===== config.mk =====
export PLATFORM = sky130hd
export DESIGN_NAME = clk_switch_ctrl
export DESIGN_NICKNAME = d
export VERILOG_FILES = /design/src/rtl/clk_switch_pkg.sv /design/src/rtl/clk_switch_ctrl_rr_arbiter.sv /design/src/rtl/clk_switch_ctrl.sv
export SDC_FILE = /design/constraint.sdc
export NUM_CORES = 1
export LEC_CHECK = 0
export ABC_CLOCK_PERIOD_IN_PS = 4280
export BUFFER_PORTS_ARGS = -buffer_cell sky130_fd_sc_hd__buf_2
export CAP_MARGIN = 20
export CORE_ASPECT_RATIO = 1.4
export CORE_UTILIZATION = 50
export CTS_CLUSTER_DIAMETER = 60
export CTS_CLUSTER_SIZE = 28
export DETAILED_ROUTE_END_ITERATION = 12
export PLACE_DENSITY = 0.71
export SYNTH_ARGS = -nofsm -noshare
export SYNTH_HDL_FRONTEND = slang
export SYNTH_SLANG_ARGS = --single-unit

===== constraint.sdc =====
create_clock -name clk_i -period 4.28 [get_ports clk_i]
set_input_delay 0.428 -clock clk_i [delete_from_list [all_inputs] [get_ports clk_i]]
set_output_delay 0.428 -clock clk_i [all_outputs]
set_load 0.005 [all_outputs]

===== src/rtl/clk_switch_pkg.sv =====
`default_nettype none
// ============================================================================
// clk_switch_pkg : state encoding and default parameters for clk_switch_ctrl
// Revision 1.0
// ============================================================================
package clk_switch_pkg;

  localparam int c_num_req_def       = 4;
  localparam int c_num_select_def    = 2;
  localparam int c_gate_cycles_def   = 2;
  localparam int c_settle_cycles_def = 8;
  localparam int c_reset_sel_def     = 0;

  typedef enum logic [2:0] {
    ST_IDLE     = 3'd0,
    ST_ARB      = 3'd1,
    ST_GATE_OFF = 3'd2,
    ST_SWITCH   = 3'd3,
    ST_SETTLE   = 3'd4,
    ST_DONE     = 3'd5
  } state_e;

  function automatic int max_int(input int a, input int b);
    return (a > b) ? a : b;
  endfunction

endpackage
`default_nettype wire


===== src/rtl/clk_switch_ctrl_rr_arbiter.sv =====
`default_nettype none
// ============================================================================
// rr_arbiter : round-robin one-hot grant, priority starts at ptr_i
// Revision 1.0
// ============================================================================
module rr_arbiter #(
  parameter  int NUM_REQ = 4,
  localparam int PW      = (NUM_REQ > 1) ? $clog2(NUM_REQ) : 1
) (
  input  logic [NUM_REQ-1:0] req_i,
  input  logic [PW-1:0]      ptr_i,
  output logic [NUM_REQ-1:0] grant_o
);

  logic [NUM_REQ-1:0] w_mask;
  logic [NUM_REQ-1:0] w_hi;
  logic [NUM_REQ-1:0] w_hi_lsb;
  logic [NUM_REQ-1:0] w_lo_lsb;

  for (genvar j = 0; j < NUM_REQ; j++) begin : g_mask
    assign w_mask[j] = (PW'(j) >= ptr_i);
  end

  // Lowest set bit at or above the pointer wins; otherwise wrap to the lowest overall.
  assign w_hi     = req_i & w_mask;
  assign w_hi_lsb = w_hi & (-w_hi);
  assign w_lo_lsb = req_i & (-req_i);
  assign grant_o  = (|w_hi) ? w_hi_lsb : w_lo_lsb;

endmodule
`default_nettype wire


===== src/rtl/clk_switch_ctrl.sv =====
`default_nettype none
// ============================================================================
// clk_switch_ctrl : arbitrated glitch-safe clock source switch controller
// Revision 1.0
// ============================================================================
module clk_switch_ctrl
  import clk_switch_pkg::*;
#(
  parameter  int NUM_REQ       = c_num_req_def,
  parameter  int NUM_SELECT    = c_num_select_def,
  parameter  int GATE_CYCLES   = c_gate_cycles_def,
  parameter  int SETTLE_CYCLES = c_settle_cycles_def,
  parameter  int RESET_SEL     = c_reset_sel_def,
  localparam int SW            = (NUM_SELECT > 2) ? $clog2(NUM_SELECT) : 1
) (
  input  logic                  clk_i,
  input  logic                  srst_i,
  input  logic [NUM_REQ-1:0]    req_i,
  input  logic [NUM_REQ*SW-1:0] src_i,
  output logic [SW-1:0]         sel_o,
  output logic                  clk_en_o,
  output logic [NUM_REQ-1:0]    ack_o,
  output logic                  err_o,
  output logic                  busy_o
);

  localparam int c_pw         = (NUM_REQ > 1) ? $clog2(NUM_REQ) : 1;
  localparam int c_gate_eff   = (GATE_CYCLES < 1) ? 1 : GATE_CYCLES;
  localparam int c_settle_eff = (SETTLE_CYCLES < 1) ? 1 : SETTLE_CYCLES;
  localparam int c_cnt_max    = max_int(c_gate_eff, c_settle_eff);
  localparam int c_cw         = $clog2(c_cnt_max + 1);

  localparam logic [c_cw-1:0] c_gate_load   = c_gate_eff[c_cw-1:0];
  localparam logic [c_cw-1:0] c_settle_load = c_settle_eff[c_cw-1:0];
  localparam logic [c_cw-1:0] c_cnt_one     = 1;
  localparam logic [c_pw-1:0] c_ptr_one     = 1;
  localparam logic [c_pw-1:0] c_ptr_last    = c_pw'(NUM_REQ - 1);
  localparam logic [SW:0]     c_num_sel     = NUM_SELECT[SW:0];
  localparam logic [SW-1:0]   c_reset_sel   = RESET_SEL[SW-1:0];

  state_e               r_state;
  state_e               w_next;
  logic [c_cw-1:0]      r_cnt;
  logic [c_pw-1:0]      r_ptr;
  logic [c_pw-1:0]      r_win_idx;
  logic [NUM_REQ-1:0]   r_grant;
  logic [SW-1:0]        r_src;
  logic                 r_err;
  logic                 r_has_win;
  logic [SW-1:0]        r_sel;
  logic                 r_clk_en;
  logic [NUM_REQ-1:0]   r_ack;
  logic                 r_err_o;

  logic [NUM_REQ-1:0]   w_grant;
  logic [c_pw-1:0]      w_win_idx;
  logic [SW-1:0]        w_win_src;
  logic                 w_win_bad;
  logic                 w_clk_en_nxt;
  logic [NUM_REQ-1:0]   w_ack_nxt;
  logic                 w_err_nxt;

  rr_arbiter #(
    .NUM_REQ (NUM_REQ)
  ) u_rr_arbiter (
    .req_i   (req_i),
    .ptr_i   (r_ptr),
    .grant_o (w_grant)
  );

  always_comb begin
    w_win_idx = '0;
    w_win_src = '0;
    for (int r = 0; r < NUM_REQ; r++) begin
      if (w_grant[r]) begin
        w_win_idx = c_pw'(r);
        w_win_src = src_i[r*SW +: SW];
      end
    end
  end

  assign w_win_bad = ({1'b0, w_win_src} >= c_num_sel);

  // Reset parks the FSM in SETTLE so the boot path reuses the normal settle/DONE sequence.
  always_ff @(posedge clk_i) begin
    if (srst_i) r_state <= ST_SETTLE;
    else        r_state <= w_next;
  end

  always_comb begin
    w_next = r_state;
    unique case (r_state)
      ST_IDLE:     if (|req_i) w_next = ST_ARB;
      ST_ARB: begin
        if (!(|w_grant))                            w_next = ST_IDLE;
        else if (w_win_bad || (w_win_src == r_sel)) w_next = ST_DONE;
        else                                        w_next = ST_GATE_OFF;
      end
      ST_GATE_OFF: if (r_cnt <= c_cnt_one) w_next = ST_SWITCH;
      ST_SWITCH:   w_next = ST_SETTLE;
      ST_SETTLE:   if (r_cnt <= c_cnt_one) w_next = ST_DONE;
      ST_DONE:     w_next = ST_IDLE;
      default:     w_next = ST_IDLE;
    endcase
  end

  always_comb begin
    w_clk_en_nxt = (w_next == ST_IDLE) || (w_next == ST_ARB) || (w_next == ST_DONE);
    w_ack_nxt    = '0;
    w_err_nxt    = 1'b0;
    if (w_next == ST_DONE) begin
      if (r_state == ST_ARB) begin
        w_ack_nxt = w_grant;
        w_err_nxt = w_win_bad;
      end else if (r_has_win) begin
        w_ack_nxt = r_grant;
        w_err_nxt = r_err;
      end
    end
  end

  always_ff @(posedge clk_i) begin
    if (srst_i) begin
      r_cnt <= c_settle_load;
    end else if (r_state == ST_ARB && w_next == ST_GATE_OFF) begin
      r_cnt <= c_gate_load;
    end else if (r_state == ST_SWITCH) begin
      r_cnt <= c_settle_load;
    end else if ((r_state == ST_GATE_OFF || r_state == ST_SETTLE) && r_cnt > c_cnt_one) begin
      r_cnt <= r_cnt - c_cnt_one;
    end
  end

  always_ff @(posedge clk_i) begin
    if (srst_i) begin
      r_ptr     <= '0;
      r_win_idx <= '0;
      r_grant   <= '0;
      r_src     <= '0;
      r_err     <= 1'b0;
      r_has_win <= 1'b0;
      r_sel     <= c_reset_sel;
    end else begin
      if (r_state == ST_ARB) begin
        r_win_idx <= w_win_idx;
        r_grant   <= w_grant;
        r_src     <= w_win_src;
        r_err     <= w_win_bad;
        r_has_win <= |w_grant;
      end
      if (r_state == ST_SWITCH) r_sel <= r_src;
      if (r_state == ST_DONE) begin
        if (r_has_win) r_ptr <= (r_win_idx == c_ptr_last) ? '0 : r_win_idx + c_ptr_one;
        r_has_win <= 1'b0;
      end
    end
  end

  always_ff @(posedge clk_i) begin
    if (srst_i) begin
      r_clk_en <= 1'b0;
      r_ack    <= '0;
      r_err_o  <= 1'b0;
    end else begin
      r_clk_en <= w_clk_en_nxt;
      r_ack    <= w_ack_nxt;
      r_err_o  <= w_err_nxt;
    end
  end

  assign sel_o    = r_sel;
  assign clk_en_o = r_clk_en;
  assign ack_o    = r_ack;
  assign err_o    = r_err_o;
  assign busy_o   = (r_state != ST_IDLE);

endmodule
`default_nettype wire


Yosys cells after proc, flatten, opt, wreduce, memory -nomap -nowiden
Cells that the tools add are included.

storage, ports and cells
  input port bits = 10
  flip-flop bits (word level) = 23

operators by class
  reductions and logical operators = 16
  equality and inequality tests = 10
  magnitude comparators = 6
  bitwise logic cells = 4
  muxes and demuxes = 20
  add/sub/neg operators = 4

operator list
  cell                   count
  $mux W4                6
  $mux W3                5
  $pmux W3 S5            1
  $and A4 B4 Y4          3
  $reduce_or A4 Y1       3
  $eq A3 B2 Y1 const B   3
  $eq A3 B3 Y1 const B   3
  $neg A4 Y4             2
  $eq A3 B1 Y1 const B   2
  $logic_not A3 Y1       2
  $mux W2                3
  $reduce_bool A3 Y1     2
  $mux W1                5
  $ge A1 B2 Y1 const A   2
  $ge A2 B2 Y1 const A   2
  $gt A4 B1 Y1 const B   1
  $le A4 B1 Y1 const B   1
  $reduce_or A2 Y1       2
  $sub A4 B1 Y4 const B  1
  $logic_or A1 B1 Y1     3
  $reduce_or A3 Y1       1
  $add A2 B1 Y2 const B  1
  $eq A2 B2 Y1 const B   1
  $logic_and A1 B1 Y1    2
  3 further kinds        3

Longest topological paths before layout
Gate-level depths: netlist of the first run.

  depth in word-level cells = 16
  gate-level depth with buffers = 8

Hierarchy
Synthesis of the first run repeated with hierarchy kept, for this count alone.

unflattened totals
  cells, all modules = 154
  area, all modules = 1,253.7 um^2

modules (own cells, without submodules)
  module           instances  area an instance (um^2)  cells each  sequential area each (um^2)
  clk_switch_ctrl  1          1,144.8                  136         460.4
  rr_arbiter       1          108.9                    18          0.0

Worst setup path before layout of the first run
Ideal clock, no wire load.

  path kind = input-to-reg
  from = input port req_i[1]
  to = register r_cnt[1]
  library setup time = 0.120 ns
  cell stages on the path = 7
  path slack = 2.392 ns
  data arrival time = 1.768 ns
  buffers on the path = 1
  cell sequence = buf_2 -> a2bb2oi_1 -> o22ai_1 -> a32oi_2 -> mux2i_1 -> nor3_2 -> o31a_1

between the ends
  longest elaborated chain between the ends = 14
  elaborated cells between the ends (all ways) = 22
  classes of those cells = add/sub (2); eq/ne (2); mux (10); bitwise (3); reduce/logical (5)

RTL lines
  what                                                                   RTL line                                                            RTL
  start: declaration                                                     clk_switch_ctrl.sv:18                                               input logic [NUM_REQ-1:0] req_i,
  $and A4 B4 Y4                                                          clk_switch_ctrl_rr_arbiter.sv:25                                    assign w_hi = req_i & w_mask;
  $neg A4 Y4 / $reduce_or A4 Y1 (equally long branches)                  clk_switch_ctrl_rr_arbiter.sv:26, clk_switch_ctrl_rr_arbiter.sv:28
  $and A4 B4 Y4 / $mux W4 (equally long branches)                        clk_switch_ctrl_rr_arbiter.sv:26, clk_switch_ctrl_rr_arbiter.sv:28
  $mux W4 / $mux W1 (equally long branches)                              clk_switch_ctrl_rr_arbiter.sv:28, clk_switch_ctrl.sv:75
  $mux W1 (3 in series)                                                  clk_switch_ctrl.sv:75                                               if (w_grant[r]) begin
  $eq A1 B1 Y1                                                           clk_switch_ctrl.sv:96                                               else if (w_win_bad || (w_win_src == r_sel)) w_next = ST_DONE;
  $mux W3                                                                clk_switch_ctrl.sv:96
  $mux W3                                                                clk_switch_ctrl.sv:95                                               if (!(|w_grant)) w_next = ST_IDLE;
  $pmux W3 S5 *                                                          clk_switch_ctrl.sv:92                                               unique case (r_state)
  $eq A3 B2 Y1 *                                                         clk_switch_ctrl.sv:125                                              end else if (r_state == ST_ARB && w_next == ST_GATE_OFF) begin
  $logic_and A1 B1 Y1 *                                                  clk_switch_ctrl.sv:125
  $reduce_bool A3 Y1 (no source line) / $mux W4 (equally long branches)  n/a
  end signal: assignment                                                 clk_switch_ctrl.sv:124                                              r_cnt <= c_settle_load;
  end signal: assignment                                                 clk_switch_ctrl.sv:126                                              r_cnt <= c_gate_load;
  end signal: assignment                                                 clk_switch_ctrl.sv:128                                              r_cnt <= c_settle_load;
  end: declaration                                                       clk_switch_ctrl.sv:43                                               logic [c_cw-1:0] r_cnt;

Every way passes the cells marked *; elsewhere a longest branch is shown, timed or not.
A chain may end at the register's enable or synchronous reset.

Worst setup path in the final report of the first run
  from = register r_state[0]
  to = register r_ack[1], in the netlist ack_o[1]

between the ends
  longest elaborated chain between the ends = 5
  elaborated cells between the ends (all ways) = 13
  classes of those cells = eq/ne (5); mux (5); bitwise (1); reduce/logical (2)

RTL lines
  what                                  RTL line                RTL
  start: declaration                    clk_switch_ctrl.sv:41   state_e r_state;
  start signal: assignment              clk_switch_ctrl.sv:87   else r_state <= w_next;
  $eq A3 B3 Y1 (tied with other cells)  clk_switch_ctrl.sv:92
  $pmux W3 S5                           clk_switch_ctrl.sv:92
  $eq A3 B3 Y1                          clk_switch_ctrl.sv:111  if (w_next == ST_DONE) begin
  $not A1 Y1 (no source line)           n/a
  $reduce_or A2 Y1 (no source line)     n/a
  end signal: assignment                clk_switch_ctrl.sv:166  r_ack <= w_ack_nxt;
  end: declaration                      clk_switch_ctrl.sv:52   logic [NUM_REQ-1:0] r_ack;

Parallel ways exist; a longest one is shown, timed or not.

==> results.toml, run 1 <==
[run_status]
status = "complete, no violations"

[clocking]
cts_buffer_depth = 2
cts-resized-gates = 0
cts_max_level = 1
clk-insertion-delay-late_ns = 0.32
post_cts_buffers = 0
postCtsHoldBufs = 0
cts_buffers = 3
cts-root-buf = "clkbuf_4"
clkSinkCount = 23
tritoncts = "done"
clk_pin_slew_worst_paths_ns = 0.13

[synthesis]
synthArstFlopShare_pct = 0
ys_ff_latch = 23
syn_inst = 162
synth_cell_types = 45
synth_top_flop_cell = "dfxtp_1"
syn_area_mm2 = 0.00128
yosysSeqAreaShare_pct = 36.0
synth_area_leaders = "dfxtp_1 36%, a21oi_1 7.8%, nor2_1 5.9%"
syn_area_per_cell_um2 = 7.89
ys_top_cells_by_count = "23 x dfxtp_1, 20 x a21oi_1, 20 x nor2_1"
synth_fp_nets = 175
synth.most_common_cell = "dfxtp_1"
yosysTopAreaCell = "dfxtp_1"
yosysWarnings = 0
synth_edf_count = 0
yosysTopAreaCellShare_pct = 36.0

[finish]
area_growth_pct = 8.13
nets = 186
stdcell_area_mm2 = 0.00138
layout-drive-gt1-share_pct = 15.1
diodes = 0

[die]
die_area_mm2 = 0.00276
io_pins = 18
core_area_mm2 = 0.00242
fp.dieH_um = 61.8
die_w_um = 44.7
initial_utilization_pct = 52.8
fp-row-count = 21

[drt]
drt-initial-drc-count = 14
num_vias = 1194
avgViaCountPerCell = 5.80
detail-route-antenna-nets = 0
wl_per_cell_um = 13.9
wl_um = 2860
drtPass1Iterations = 4
drcViolationCount = 0

[timing]
hold_viol = 0
fin_crit_sh_pct = 49.1
maxSlewViolCount = 0
rsz0062_at_grt = "no"
tightest_slew_ns = 0.681
period_needed_ns = 2.10
finClkSkew_ns = 0.00203
tns_ns = 0
fmax_ghz = 0.476
slew-limit-headroom_pct = 54.3
setup_viol_count_final = 0

[placement]
dpl.hpwl_um = 2250
place_congestion = 0.821
placedInstanceArea_mm2 = 0.00135
port_buffers = 16

[setup_path]
crit_path_top_delay_cell = "dfxtp_1"
crit_buf_inv = 1
crit_path_end_kind = "flop"
reg2reg_slack_ns = 2.18
crit_path_cell_trace = "inv_1, nor3_1, nand2_1, nor2_1, o21ai_1, a21oi_1"
critical_path_arrival_ns = 2.36
required_ns = 4.53
critical-path-max-stage-delay_ns = 0.60
crit_family = "simple AND/OR/NAND/NOR gates"
critPathMaxFanout = 12
crit_path_start_kind = "flop"
path_class = "reg2reg"

[global_routing]
grt_pass1_wl_um = 4550
grt_max_degree = 17
grt_usage_pct = 22.4
grt_overflow_total = 0
grt_pass1_vias = 1059
antenna_found_initial = 0

[pwr]
peakVddDrop_uv = 213
p_per_area_mw_per_mm2 = 423
p_leak_nw = 0.572

[worst_hold_path]
hold_class = "in2reg"

[job]
max_cap_violations = 0
-- logic make-up after synthesis --
| group | synth area share [%] |
|---|---|
| AO/OA/AOI/OAI | 27.9 |
| XOR/XNOR | 2.06 |
| adder cells (fa/ha/maj) | 2.94 |
| buffers and inverters | 5.98 |
| flip-flops | 36.0 |
| multiplexers | 3.13 |
| other | 0.294 |
| AND/OR/NAND/NOR | 21.6 |
-- routing by layer --
metal,share of wire [%],up-vias,GRT usage (%),wire length (um)
li1,-,594,-,-
met1,42,549,24.0,1200
met2,51,44,40.8,1470
met3,4.3,7,4.05,122
met4,2.1,0,13.0,61
met5,0,-,0,0
-- registers in the layout, indices dropped and copies added (netlist names) --
register / count
sel_o: 1
r_grant: 4
clk_en_o: 1
ack_o: 4
r_has_win: 1
r_state: 3
r_cnt: 4
r_src: 1
r_win_idx: 2
r_ptr: 2
-- final timing paths --
path	cells past startpoint	from	end
setup reg to reg	6	r_state[0]	ack_o[1]
hold / removal	2	srst_i	r_ptr[0]
hold reg to reg	2	r_grant[2]	r_grant[2]
setup / recovery	6	r_state[0]	ack_o[1]
-- placed cells by master (no fill, tap or decap), drive strengths merged, types with 5 or more instances in the layout --
master,count
buf,16
nor3,6
inv,8
nand2,11
o21ai,8
nor2,20
nand2b,5
dfxtp,23
a21oi,21
-- final cells by class --
class                      instances  area [um^2]
timing repair buffer              16         80.1
clock buffer                       3         22.5
multi-input combinational        121          741
sequential                        23          460
tap                               34         42.5
inverter                           8         30.0
clock inverter                     1         5.00
fill                             258         1040
-- power by group --
| group | total [mW] | switching [mW] | leakage (nW) | internal [mW] |
|---|---|---|---|---|
| registers | 0.280 | 0.0370 | 0.187 | 0.243 |
| clock network | 0.105 | 0.0703 | 0.0177 | 0.0350 |
| logic | 0.199 | 0.112 | 0.367 | 0.0873 |
-- per-stage QoR --
step                util [%]  worst slack (ns)  hold slack [ns]  total power [mW]  cells
floorplan                  -              2.39            0.434             0.435    162
global placement        56.0              2.30            0.442             0.476    202
detailed placement      56.0              2.22            0.455             0.484    202
CTS                     57.1              2.23            0.461             0.584    206
global route            57.1              2.00            0.470             0.626    206
finish                  57.1              2.18            0.464             0.585    206
Power figures use the tool's default switching activity.
==> run 2, diff against run 1 <==
--- a/config.mk
+++ b/config.mk
@@ -5,7 +5,7 @@
 export SDC_FILE = /design/constraint.sdc
 export NUM_CORES = 1
 export LEC_CHECK = 0
-export ABC_CLOCK_PERIOD_IN_PS = 4280
+export ABC_CLOCK_PERIOD_IN_PS = 1800
 export BUFFER_PORTS_ARGS = -buffer_cell sky130_fd_sc_hd__buf_2
 export CAP_MARGIN = 20
 export CORE_ASPECT_RATIO = 1.4
@@ -13,7 +13,7 @@
 export CTS_CLUSTER_DIAMETER = 60
 export CTS_CLUSTER_SIZE = 28
 export DETAILED_ROUTE_END_ITERATION = 12
-export PLACE_DENSITY = 0.71
+export PLACE_DENSITY = 0.74
 export SYNTH_ARGS = -nofsm -noshare
 export SYNTH_HDL_FRONTEND = slang
 export SYNTH_SLANG_ARGS = --single-unit
==> constraint.sdc (replaced) <==
create_clock -name clk_i -period 1.8 [get_ports clk_i]
set_input_delay 0.18 -clock clk_i [delete_from_list [all_inputs] [get_ports clk_i]]
set_output_delay 0.18 -clock clk_i [all_outputs]
set_load 0.005 [all_outputs]
==> run 2 against run 1 <==
Net effect: combinational power increased to 2.8 times the previous value; final cell count increased by 4.9%; sequential power increased by 130%; first-iteration DRC count increased by 100%; wire length increased by 4.2%; sequential share of layout area decreased by 2.3 points; critical path depth increased by 1; clock-buffer cell count unchanged; critical endpoint is now r_cnt[1]; hold slack got worse by 0.25 ns; largest power group unchanged; clock skew about the same; largest cell class unchanged.
==> results.toml, run 2 (synthesized netlist as in run 1, its figures left out) <==
[clocking]
cts_max_level = 1
clk-insertion-delay-late_ns = 0.31
cts-root-buf = "clkbuf_4"
postCtsHoldBufs = 0
cts_buffer_depth = 2
cts_buffers = 3
tritoncts = "done"
clk_pin_slew_worst_paths_ns = 0.12
clkSinkCount = 23

[global_routing]
grt_pass1_wl_um = 4600
grt_usage_pct = 22.8
antenna_found_initial = 0
grt_overflow_total = 0
grt_pass1_vias = 1113
grt_max_degree = 17

[die]
io_pins = 18
fp-row-count = 21
core_area_mm2 = 0.00242
die_w_um = 44.7
fp.dieH_um = 61.8
initial_utilization_pct = 52.8
die_area_mm2 = 0.00276

[timing]
fin_crit_sh_pct = 95.8
layout_setup_ws_ns = 0.0752
setup_viol_count_final = 0
finClkSkew_ns = 0.00202
hold_viol = 0
timing.hold.ws_ns = 0.214
fmax_ghz = 0.580
period_needed_ns = 1.72
maxSlewViolCount = 0
tns_ns = 0

[setup_path]
crit_path_start_kind = "flop"
required_ns = 2.02
path_class = "reg2reg"
r2r-start = "r_ptr[1]"
crit_path_top_delay_cell = "dfxtp_4"
critical_path_arrival_ns = 1.95
rr_worst_depth = 7
reg2reg_slack_ns = 0.08
crit_family = "compound AO/OA/AOI/OAI gates"
crit_buf_inv = 1
critPathMaxFanout = 8
crit_path_cell_trace = "buf_4, nand2b_4, a21oi_2, o21ai_2, a32oi_2, nor3_2, o31a_1"
r2r-end = "r_cnt[1]"
crit_path_end_kind = "flop"
critical-path-max-stage-delay_ns = 0.39

[drt]
avgViaCountPerCell = 5.64
drtPass1Iterations = 4
wl_um = 2980
detail-route-antenna-nets = 0
drcViolationCount = 0
num_vias = 1219
wl_per_cell_um = 13.8
drt-initial-drc-count = 28

[worst_hold_path]
hold_class = "in2reg"
hp-start = "srst_i"
hold_end = "r_grant[0]"
min_delay_path_depth = 2

[placement]
post-place-ws_ns = -0.00682
place_congestion = 0.836
dpl.hpwl_um = 2360
port_buffers = 16
placedInstanceArea_mm2 = 0.00143

[finish]
final_common_cell = "dfxtp_1"
stdcell_area_mm2 = 0.00151
diodes = 0
multi_input_comb_area_um2 = 786
regArea_um2 = 468
layout-drive-gt1-share_pct = 25.8
area_growth_pct = 18.1
nets = 196
fillerInstances = 253
layout_common_cells = "21 x dfxtp_1, 20 x nor2_1, 19 x a21oi_1"

[pwr]
total_power_mw = 1.45
internal-power_mw = 0.917
swShare_pct = 36.8
p_per_area_mw_per_mm2 = 961
p_leak_nw = 0.630
peakVddDrop_uv = 427
p_comb_share_pct = 39.1
switchingPower_mw = 0.533
power_frac_clock_pct = 16.6
p_seq_share_pct = 44.3

[job]
max_cap_violations = 0

[run_status]
status = "complete, no violations"
run 2: changes by cell type in the layout (fill, tap and decap cells not counted), sizes merged:
cell | previous run | this run
buf | 16 | 26
run 2: timing repair:
| item | 4_1_cts | 5_1_grt |
|---|---|---|
| endpoints found under the setup margin | 4 | 6 |
| pin swaps | 0 | 8 |
| resized for setup | 3 | 10 |
| setup buffers | 0 | 0 |
run 2: worst max path at each step:
stage	depth (start not counted)	startpoint	slack, ns	endpoint
floorplan	7	r_ptr[1]	0.06	r_cnt[1]
global placement	6	r_ptr[1]	0.07	r_cnt[1]
detailed placement	7	r_ptr[0]	-0.007	r_cnt[2]
CTS	8	r_ptr[1]	0.03	r_cnt[2]
global route	7	r_ptr[0]	-0.008	r_cnt[3]
finish	7	r_ptr[1]	0.08	r_cnt[1]
run 2: final cells by class:
| class | instances | area share, % |
|---|---|---|
| inverters | 8 | 1.99 |
| well taps | 34 | 2.82 |
| clock buffers | 3 | 1.49 |
| multi-input cells | 121 | 52.1 |
| repair buffers | 26 | 10.3 |
| clock inverters | 1 | 0.332 |
| flip-flops and latches | 23 | 31.0 |
run 2: layer usage:
| layer | routed length (um) | vias up | GRT usage [%] |
|---|---|---|---|
| met5 | 0 | - | 0 |
| met1 | 1170 | 571 | 22.6 |
| met2 | 1630 | 25 | 45.2 |
| met3 | 67 | 11 | 2.89 |
| li1 | - | 612 | - |
| met4 | 108 | 0 | 12.1 |
run 2: stage by stage:
step           std cells  util [%]
3_3_place_gp         212      59.1
2_1_floorplan        162         -
3_5_place_dp         212      59.1
6_report             216      62.4
4_1_cts              216      60.5
5_1_grt              216      62.4
run 2: power by group through the flow:
stage / Combinational (mW) / Sequential, mW / Clock, mW
finish: 0.567 / 0.643 / 0.241
global route: 0.642 / 0.651 / 0.268
detailed placement: 0.542 / 0.656 / 0
global placement: 0.521 / 0.649 / 0
floorplan: 0.409 / 0.625 / 0
CTS: 0.547 / 0.644 / 0.244
